### src/rtl/p4_router_pkg.sv
// Shared tuser field layout and egress demux types for the P4 router ingress/egress paths.
// tuser layout: [3:0] ingress physical port, [7:4] egress port select, upper bits opaque.
package p4_router_pkg;

    localparam int TUSER_WIDTH         = 16;
    localparam int ING_PHYS_PORT_LSB   = 0;
    localparam int ING_PHYS_PORT_WIDTH = 4;
    localparam int EGR_PORT_SEL_LSB    = 4;
    localparam int EGR_PORT_SEL_WIDTH  = 4;

    localparam logic [31:0] DROP_COUNT_MAX = 32'hFFFF_FFFF;

    typedef enum logic [1:0] {
        ST_IDLE = 2'd0,
        ST_FWD  = 2'd1,
        ST_DROP = 2'd2
    } egr_state_e;

endpackage

### src/rtl/p4_router_egr_out_reg.sv
// Single-entry egress output register: one beat held with a one-hot destination port, 1-cycle latency.
// free_o is high when empty or when the addressed port accepts this cycle, so full throughput is kept.
module p4_router_egr_out_reg
    import p4_router_pkg::*;
#(
    parameter int NUM_PORTS  = 4,
    parameter int DATA_BYTES = 8
) (
    input  logic                    clk_i,
    input  logic                    areset_i,
    input  logic                    load_i,
    input  logic [NUM_PORTS-1:0]    load_oh_i,
    input  logic [DATA_BYTES*8-1:0] tdata_i,
    input  logic [DATA_BYTES-1:0]   tkeep_i,
    input  logic                    tlast_i,
    input  logic [TUSER_WIDTH-1:0]  tuser_i,
    input  logic [NUM_PORTS-1:0]    tready_i,
    output logic                    free_o,
    output logic [NUM_PORTS-1:0]    tvalid_o,
    output logic [DATA_BYTES*8-1:0] tdata_o,
    output logic [DATA_BYTES-1:0]   tkeep_o,
    output logic                    tlast_o,
    output logic [TUSER_WIDTH-1:0]  tuser_o
);

    logic                    vld_q;
    logic [NUM_PORTS-1:0]    oh_q;
    logic [DATA_BYTES*8-1:0] tdata_q;
    logic [DATA_BYTES-1:0]   tkeep_q;
    logic                    tlast_q;
    logic [TUSER_WIDTH-1:0]  tuser_q;

    assign free_o = !vld_q || (|(oh_q & tready_i));

    always_ff @(posedge clk_i or posedge areset_i) begin
        if (areset_i) begin
            vld_q <= 1'b0;
            oh_q  <= '0;
        end else if (free_o) begin
            vld_q <= load_i;
            if (load_i) begin
                oh_q <= load_oh_i;
            end
        end
    end

    // Payload is qualified by vld_q, so it needs no reset.
    always_ff @(posedge clk_i) begin
        if (load_i && free_o) begin
            tdata_q <= tdata_i;
            tkeep_q <= tkeep_i;
            tlast_q <= tlast_i;
            tuser_q <= tuser_i;
        end
    end

    assign tvalid_o = oh_q & {NUM_PORTS{vld_q}};
    assign tdata_o  = tdata_q;
    assign tkeep_o  = tkeep_q;
    assign tlast_o  = tlast_q;
    assign tuser_o  = tuser_q;

endmodule

### src/rtl/p4_router_egr_demux.sv
// Egress demux: steers each packet to the port selected in its SOF tuser, or drops it; 1-cycle latency.
// Input stalls while the held beat's port is not ready; dropped packets are drained at full rate.
module p4_router_egr_demux
    import p4_router_pkg::*;
#(
    parameter int NUM_EGR_PORTS  = 4,
    parameter int DATA_BYTES     = 8,
    parameter int PORT_SEL_LSB   = EGR_PORT_SEL_LSB,
    parameter int PORT_SEL_WIDTH = EGR_PORT_SEL_WIDTH
) (
    input  logic                     clk_i,
    input  logic                     areset_i,
    input  logic                     egr_bus_tvalid_i,
    output logic                     egr_bus_tready_o,
    input  logic [DATA_BYTES*8-1:0]  egr_bus_tdata_i,
    input  logic [DATA_BYTES-1:0]    egr_bus_tkeep_i,
    input  logic                     egr_bus_tlast_i,
    input  logic [TUSER_WIDTH-1:0]   egr_bus_tuser_i,
    output logic [NUM_EGR_PORTS-1:0] egr_ports_tvalid_o,
    input  logic [NUM_EGR_PORTS-1:0] egr_ports_tready_i,
    output logic [DATA_BYTES*8-1:0]  egr_ports_tdata_o,
    output logic [DATA_BYTES-1:0]    egr_ports_tkeep_o,
    output logic                     egr_ports_tlast_o,
    output logic [TUSER_WIDTH-1:0]   egr_ports_tuser_o,
    input  logic [NUM_EGR_PORTS-1:0] port_enable_i,
    input  logic                     drop_clear_i,
    output logic [31:0]              drop_count_o,
    output logic                     drop_pulse_o
);

    generate
        if (NUM_EGR_PORTS < 1 || NUM_EGR_PORTS > 16) begin : g_bad_num_ports
            $error("NUM_EGR_PORTS must be in 1..16");
        end
        if ((2 ** PORT_SEL_WIDTH) < NUM_EGR_PORTS) begin : g_bad_sel_width
            $error("PORT_SEL_WIDTH too narrow to address NUM_EGR_PORTS");
        end
        if (PORT_SEL_LSB + PORT_SEL_WIDTH > TUSER_WIDTH) begin : g_bad_sel_field
            $error("port select field exceeds tuser width");
        end
    endgenerate

    egr_state_e                 state_q, state_d;
    logic [NUM_EGR_PORTS-1:0]   pkt_oh_q, pkt_oh_d;
    logic                       pulse_q;
    logic [31:0]                count_q, count_d;

    logic [PORT_SEL_WIDTH-1:0]  sof_sel;
    logic [NUM_EGR_PORTS-1:0]   sof_oh;
    logic                       sof_fwd;
    logic                       out_free;
    logic                       rdy;
    logic                       in_hs;
    logic                       load;
    logic [NUM_EGR_PORTS-1:0]   load_oh;
    logic                       drop_sof;

    assign sof_sel = egr_bus_tuser_i[PORT_SEL_LSB +: PORT_SEL_WIDTH];

    // An out-of-range select decodes to an all-zero one-hot, which never matches an enable.
    always_comb begin
        sof_oh = '0;
        for (int i = 0; i < NUM_EGR_PORTS; i++) begin
            sof_oh[i] = (sof_sel == PORT_SEL_WIDTH'(i));
        end
    end

    assign sof_fwd = |(sof_oh & port_enable_i);

    always_comb begin
        state_d  = state_q;
        pkt_oh_d = pkt_oh_q;
        rdy      = 1'b0;
        in_hs    = 1'b0;
        load     = 1'b0;
        load_oh  = pkt_oh_q;
        drop_sof = 1'b0;
        case (state_q)
            ST_IDLE: begin
                rdy   = out_free;
                in_hs = egr_bus_tvalid_i && rdy;
                if (in_hs) begin
                    pkt_oh_d = sof_oh;
                    if (sof_fwd) begin
                        load    = 1'b1;
                        load_oh = sof_oh;
                        if (!egr_bus_tlast_i) state_d = ST_FWD;
                    end else begin
                        drop_sof = 1'b1;
                        if (!egr_bus_tlast_i) state_d = ST_DROP;
                    end
                end
            end
            ST_FWD: begin
                rdy   = out_free;
                in_hs = egr_bus_tvalid_i && rdy;
                if (in_hs) begin
                    load = 1'b1;
                    if (egr_bus_tlast_i) state_d = ST_IDLE;
                end
            end
            ST_DROP: begin
                rdy   = 1'b1;
                in_hs = egr_bus_tvalid_i;
                if (in_hs && egr_bus_tlast_i) state_d = ST_IDLE;
            end
            default: state_d = ST_IDLE;
        endcase
    end

    assign egr_bus_tready_o = rdy && !areset_i;

    always_comb begin
        count_d = count_q;
        if (drop_clear_i) begin
            count_d = {31'd0, pulse_q};
        end else if (pulse_q && count_q != DROP_COUNT_MAX) begin
            count_d = count_q + 32'd1;
        end
    end

    always_ff @(posedge clk_i or posedge areset_i) begin
        if (areset_i) begin
            state_q  <= ST_IDLE;
            pkt_oh_q <= '0;
            pulse_q  <= 1'b0;
            count_q  <= '0;
        end else begin
            state_q  <= state_d;
            pkt_oh_q <= pkt_oh_d;
            pulse_q  <= drop_sof;
            count_q  <= count_d;
        end
    end

    assign drop_pulse_o = pulse_q;
    assign drop_count_o = count_q;

    p4_router_egr_out_reg #(
        .NUM_PORTS  (NUM_EGR_PORTS),
        .DATA_BYTES (DATA_BYTES)
    ) u_out_reg (
        .clk_i     (clk_i),
        .areset_i  (areset_i),
        .load_i    (load),
        .load_oh_i (load_oh),
        .tdata_i   (egr_bus_tdata_i),
        .tkeep_i   (egr_bus_tkeep_i),
        .tlast_i   (egr_bus_tlast_i),
        .tuser_i   (egr_bus_tuser_i),
        .tready_i  (egr_ports_tready_i),
        .free_o    (out_free),
        .tvalid_o  (egr_ports_tvalid_o),
        .tdata_o   (egr_ports_tdata_o),
        .tkeep_o   (egr_ports_tkeep_o),
        .tlast_o   (egr_ports_tlast_o),
        .tuser_o   (egr_ports_tuser_o)
    );

endmodule

### config.mk
export PLATFORM = sky130hd
export DESIGN_NAME = p4_router_egr_demux
export DESIGN_NICKNAME = d
export VERILOG_FILES = /design/src/rtl/p4_router_pkg.sv /design/src/rtl/p4_router_egr_out_reg.sv /design/src/rtl/p4_router_egr_demux.sv
export SDC_FILE = /design/constraint.sdc
export NUM_CORES = 1
export LEC_CHECK = 0
export CAP_MARGIN = 20
export CORE_AREA = 2 2 114 116
export DETAILED_ROUTE_END_ITERATION = 8
export DIE_AREA = 0 0 116 118
export GPL_ROUTABILITY_DRIVEN = 1
export MAX_ROUTING_LAYER = met4
export PLACE_DENSITY = 0.91
export SLEW_MARGIN = 5
export SYNTH_ARGS = -nofsm -noshare
export SYNTH_HDL_FRONTEND = slang
export SYNTH_SLANG_ARGS = --single-unit
### constraint.sdc
create_clock -name clk_i -period 8.75 [get_ports clk_i]
set_clock_uncertainty 0.15 [all_clocks]
set_input_delay 2.1875 -clock clk_i [delete_from_list [all_inputs] [get_ports clk_i]]
set_output_delay 2.1875 -clock clk_i [all_outputs]
set_load 0.01 [all_outputs]
==> metrics.csv <==
metric,value,unit
status,"finished, final reports clean",
peakVddDrop,0.1291,mV
numPortBuffers,227,
cp-end-kind,output pin,
power.leakage,2.968,nW
holdBufCountCts,0,
cts_root_buf,clkbuf_16,
worstPathRequired,6.41,ns
grt_usage,0.2436,
r2r-end,u_out_reg.tkeep_o[7],
setup_viol,0,
cts_tree,built,
die_h,118,µm
worstSetupPathType,input port to output pin,
rows,41,
overflow,0,
yosys_warnings,0,
arrival,4.14,ns
rr_startpoint,u_out_reg.vld_q,
final_max_slew_viol_count,0,
post-route-util,0.6592,
stdcell_area,0.008184,mm²
synthesis.nets,443,
wl_per_cell,21.32,µm
max-clock-path-buffers,2,
dpl_worst_slack,2.258,ns
dieArea,0.01369,mm²
placed_area,0.007595,mm²
cts.clk_slew.worst_paths,0.05,ns
cts.sinks,133,
holdPathStages,1,
synth_edf_count,89,
grt_pass1_wl,23820,µm
clock_latency,0.42,ns
yosysSeqAreaShare,0.7383,
drv_cap,0,
syn_area,0.005111,mm²
postSynth.asyncResetShare,0.3308,
worstHoldPathType,register to register,
start_util,0.4117,
synthToLayoutAreaGrowth,60.12,%
layout_setup_ws,2.269,ns
max_freq,154.3,MHz
synth.area.top_cells,"edfxtp_1, dfrtp_1, nor2_1",
startpoint_type,input port,
drt_iter0_markers,286,
max-slew-margin-rel,0.3311,
io-pin-count,228,
antenna_found_initial,1,
yosys.area.top_type_share,0.5229,
vias,3996,
holdPathEnd,pkt_oh_q[3],
rsz0062_at_grt,no,
drt-vias-per-instance,5.196,
rrSetupSlack,5.82,ns
synth_most_common_cell,edfxtp_1,
setup_tns,0,ns
whs,0.3566,ns
numCtsBuffers,17,
routed_wl,16400,µm
core-area,0.01241,mm²
grt_pass1_vias,4099,
period_share,0.7407,
post_cts_buffers,0,
yosys.area.top_type,edfxtp_1,
place_congestion,0.8959,
fp.dieW,116,µm
synthTopCellsByCount,"edfxtp_1, dfrtp_1, nor2_1, nand2_1, a21oi_1",
avgSynthCellArea,14.99,µm²
synth_cell_types,53,
grt_max_degree,82,
drc,0,
drive_gt1_frac,0.08557,
hp-start,pkt_oh_q[3],
tightest_slew,1.003,ns
first_pass_iters,9,
h-tree-depth,4,
synthFlopType,edfxtp_1,
synth_cells,341,
cts_resized,0,
hold_viol,0,
ant_nets,0,
synth_seq_cells,133,
path_max_fanout,5,
fillCellCount,894,
period_needed,6.481,ns
dp_hpwl,11710,µm
power.density,191.6,mW/mm²
nets,686,
reg2reg_depth,4,
==> worst max path at each step <==
| stage | start | end | slack (ns) | depth (start not counted) |
|---|---|---|---|---|
| floorplan | egr_bus_tuser_i[4] | u_out_reg.tdata_o[0] | 0.64 | 3 |
| global placement | egr_ports_tready_i[1] | egr_bus_tready_o | 2.41 | 6 |
| detailed placement | egr_ports_tready_i[1] | egr_bus_tready_o | 2.26 | 6 |
| CTS | egr_ports_tready_i[1] | egr_bus_tready_o | 2.27 | 6 |
| global route | egr_ports_tready_i[1] | egr_bus_tready_o | 2.19 | 6 |
| finish | egr_ports_tready_i[1] | egr_bus_tready_o | 2.27 | 6 |
==> per-layer routing <==
layer | vias up | global-route usage | share of wire | wire length (µm)
li1 | 1792 | - | - | -
met1 | 1936 | 0.2532 | 0.36 | 5857
met2 | 218 | 0.3984 | 0.50 | 8253
met3 | 50 | 0.09475 | 0.099 | 1629
met4 | 0 | 0.1228 | 0.040 | 654
met5 | - | - | 0 | 0
==> metrics by stage <==
| step | power [mW] | cells |
|---|---|---|
| floorplan | 0.7783 | 341 |
| global placement | 0.8624 | 737 |
| detailed placement | 0.8713 | 737 |
| CTS | 1.581 | 768 |
| global route | 1.619 | 769 |
| finish | 1.568 | 769 |
==> registers in the layout (all words and copies together) (netlist names) <==
register and flops:
u_out_reg.tdata_o 64, drop_count_o 32, u_out_reg.tuser_o 16, u_out_reg.tkeep_o 8, pkt_oh_q 4, u_out_reg.oh_q 4, state_q 2, drop_pulse_o 1
u_out_reg.tlast_o 1, u_out_reg.vld_q 1
==> cell families after synthesis <==
family	after synthesis	synth area share
flip-flops	133	0.7383
buffers and inverters	13	0.01248
AO/OA/AOI/OAI	51	0.07149
multiplexers	13	0.02840
XOR/XNOR	12	0.02056
adder cells (fa/ha/maj)	1	0.002448
AND/OR/NAND/NOR	118	0.1263
==> area by class of cell <==
type	instances	area (µm²)	area share
Antenna cell	1	2.502	0.0003058
Clock buffer	17	425.4	0.05198
Clock inverter	14	161.4	0.01972
Inverter	7	26.28	0.003211
Multi-Input combinational cell	195	1285	0.1570
Sequential cell	133	3774	0.4611
Tap cell	172	215.2	0.02630
Timing Repair Buffer	230	2295	0.2804
==> where the power goes <==
part / switching (mW) / internal (mW) / leakage, nW / total (mW)
combinational: 0.0584 / 0.0793 / 1.28 / 0.138
sequential: 0.0221 / 0.702 / 1.40 / 0.724
clock: 0.263 / 0.443 / 0.280 / 0.706
total: 0.343 / 1.22 / 2.97 / 1.57
==> cell usage in the layout, fill, tap and decap left out, types with 2 or more instances in the layout <==
master and n:
clkdlybuf4s50_1 227, edfxtp_1 89, dfrtp_1 44, nor2_1 28
nand2_1 23, clkbuf_16 17, a21oi_1 15, nand3_1 10
nand4_1 8, o21ai_0 8, mux2_2 8, or3_1 7
xor2_1 7, inv_1 7, and4_1 6, and2_1 5
nor4_1 5, xnor2_1 5, nor3_1 5, nor2b_1 5
and3_1 4, mux2i_1 4, o211ai_1 3, or4_1 3
a211oi_1 3, a31oi_1 3, clkinvlp_4 3, bufinv_16 3
clkinv_2 3, buf_4 3, o311ai_0 2, a41oi_1 2
clkinv_4 2, clkinv_1 2
==> critical path, cell delays in order <==
cell and delay [ns]:
clkdlybuf4s50_1 0.40, a222oi_1 0.51, nand2_1 0.25, nor2_1 0.20, a211oi_1 0.08, clkdlybuf4s50_1 0.51
(Power assumes the default switching activity.)
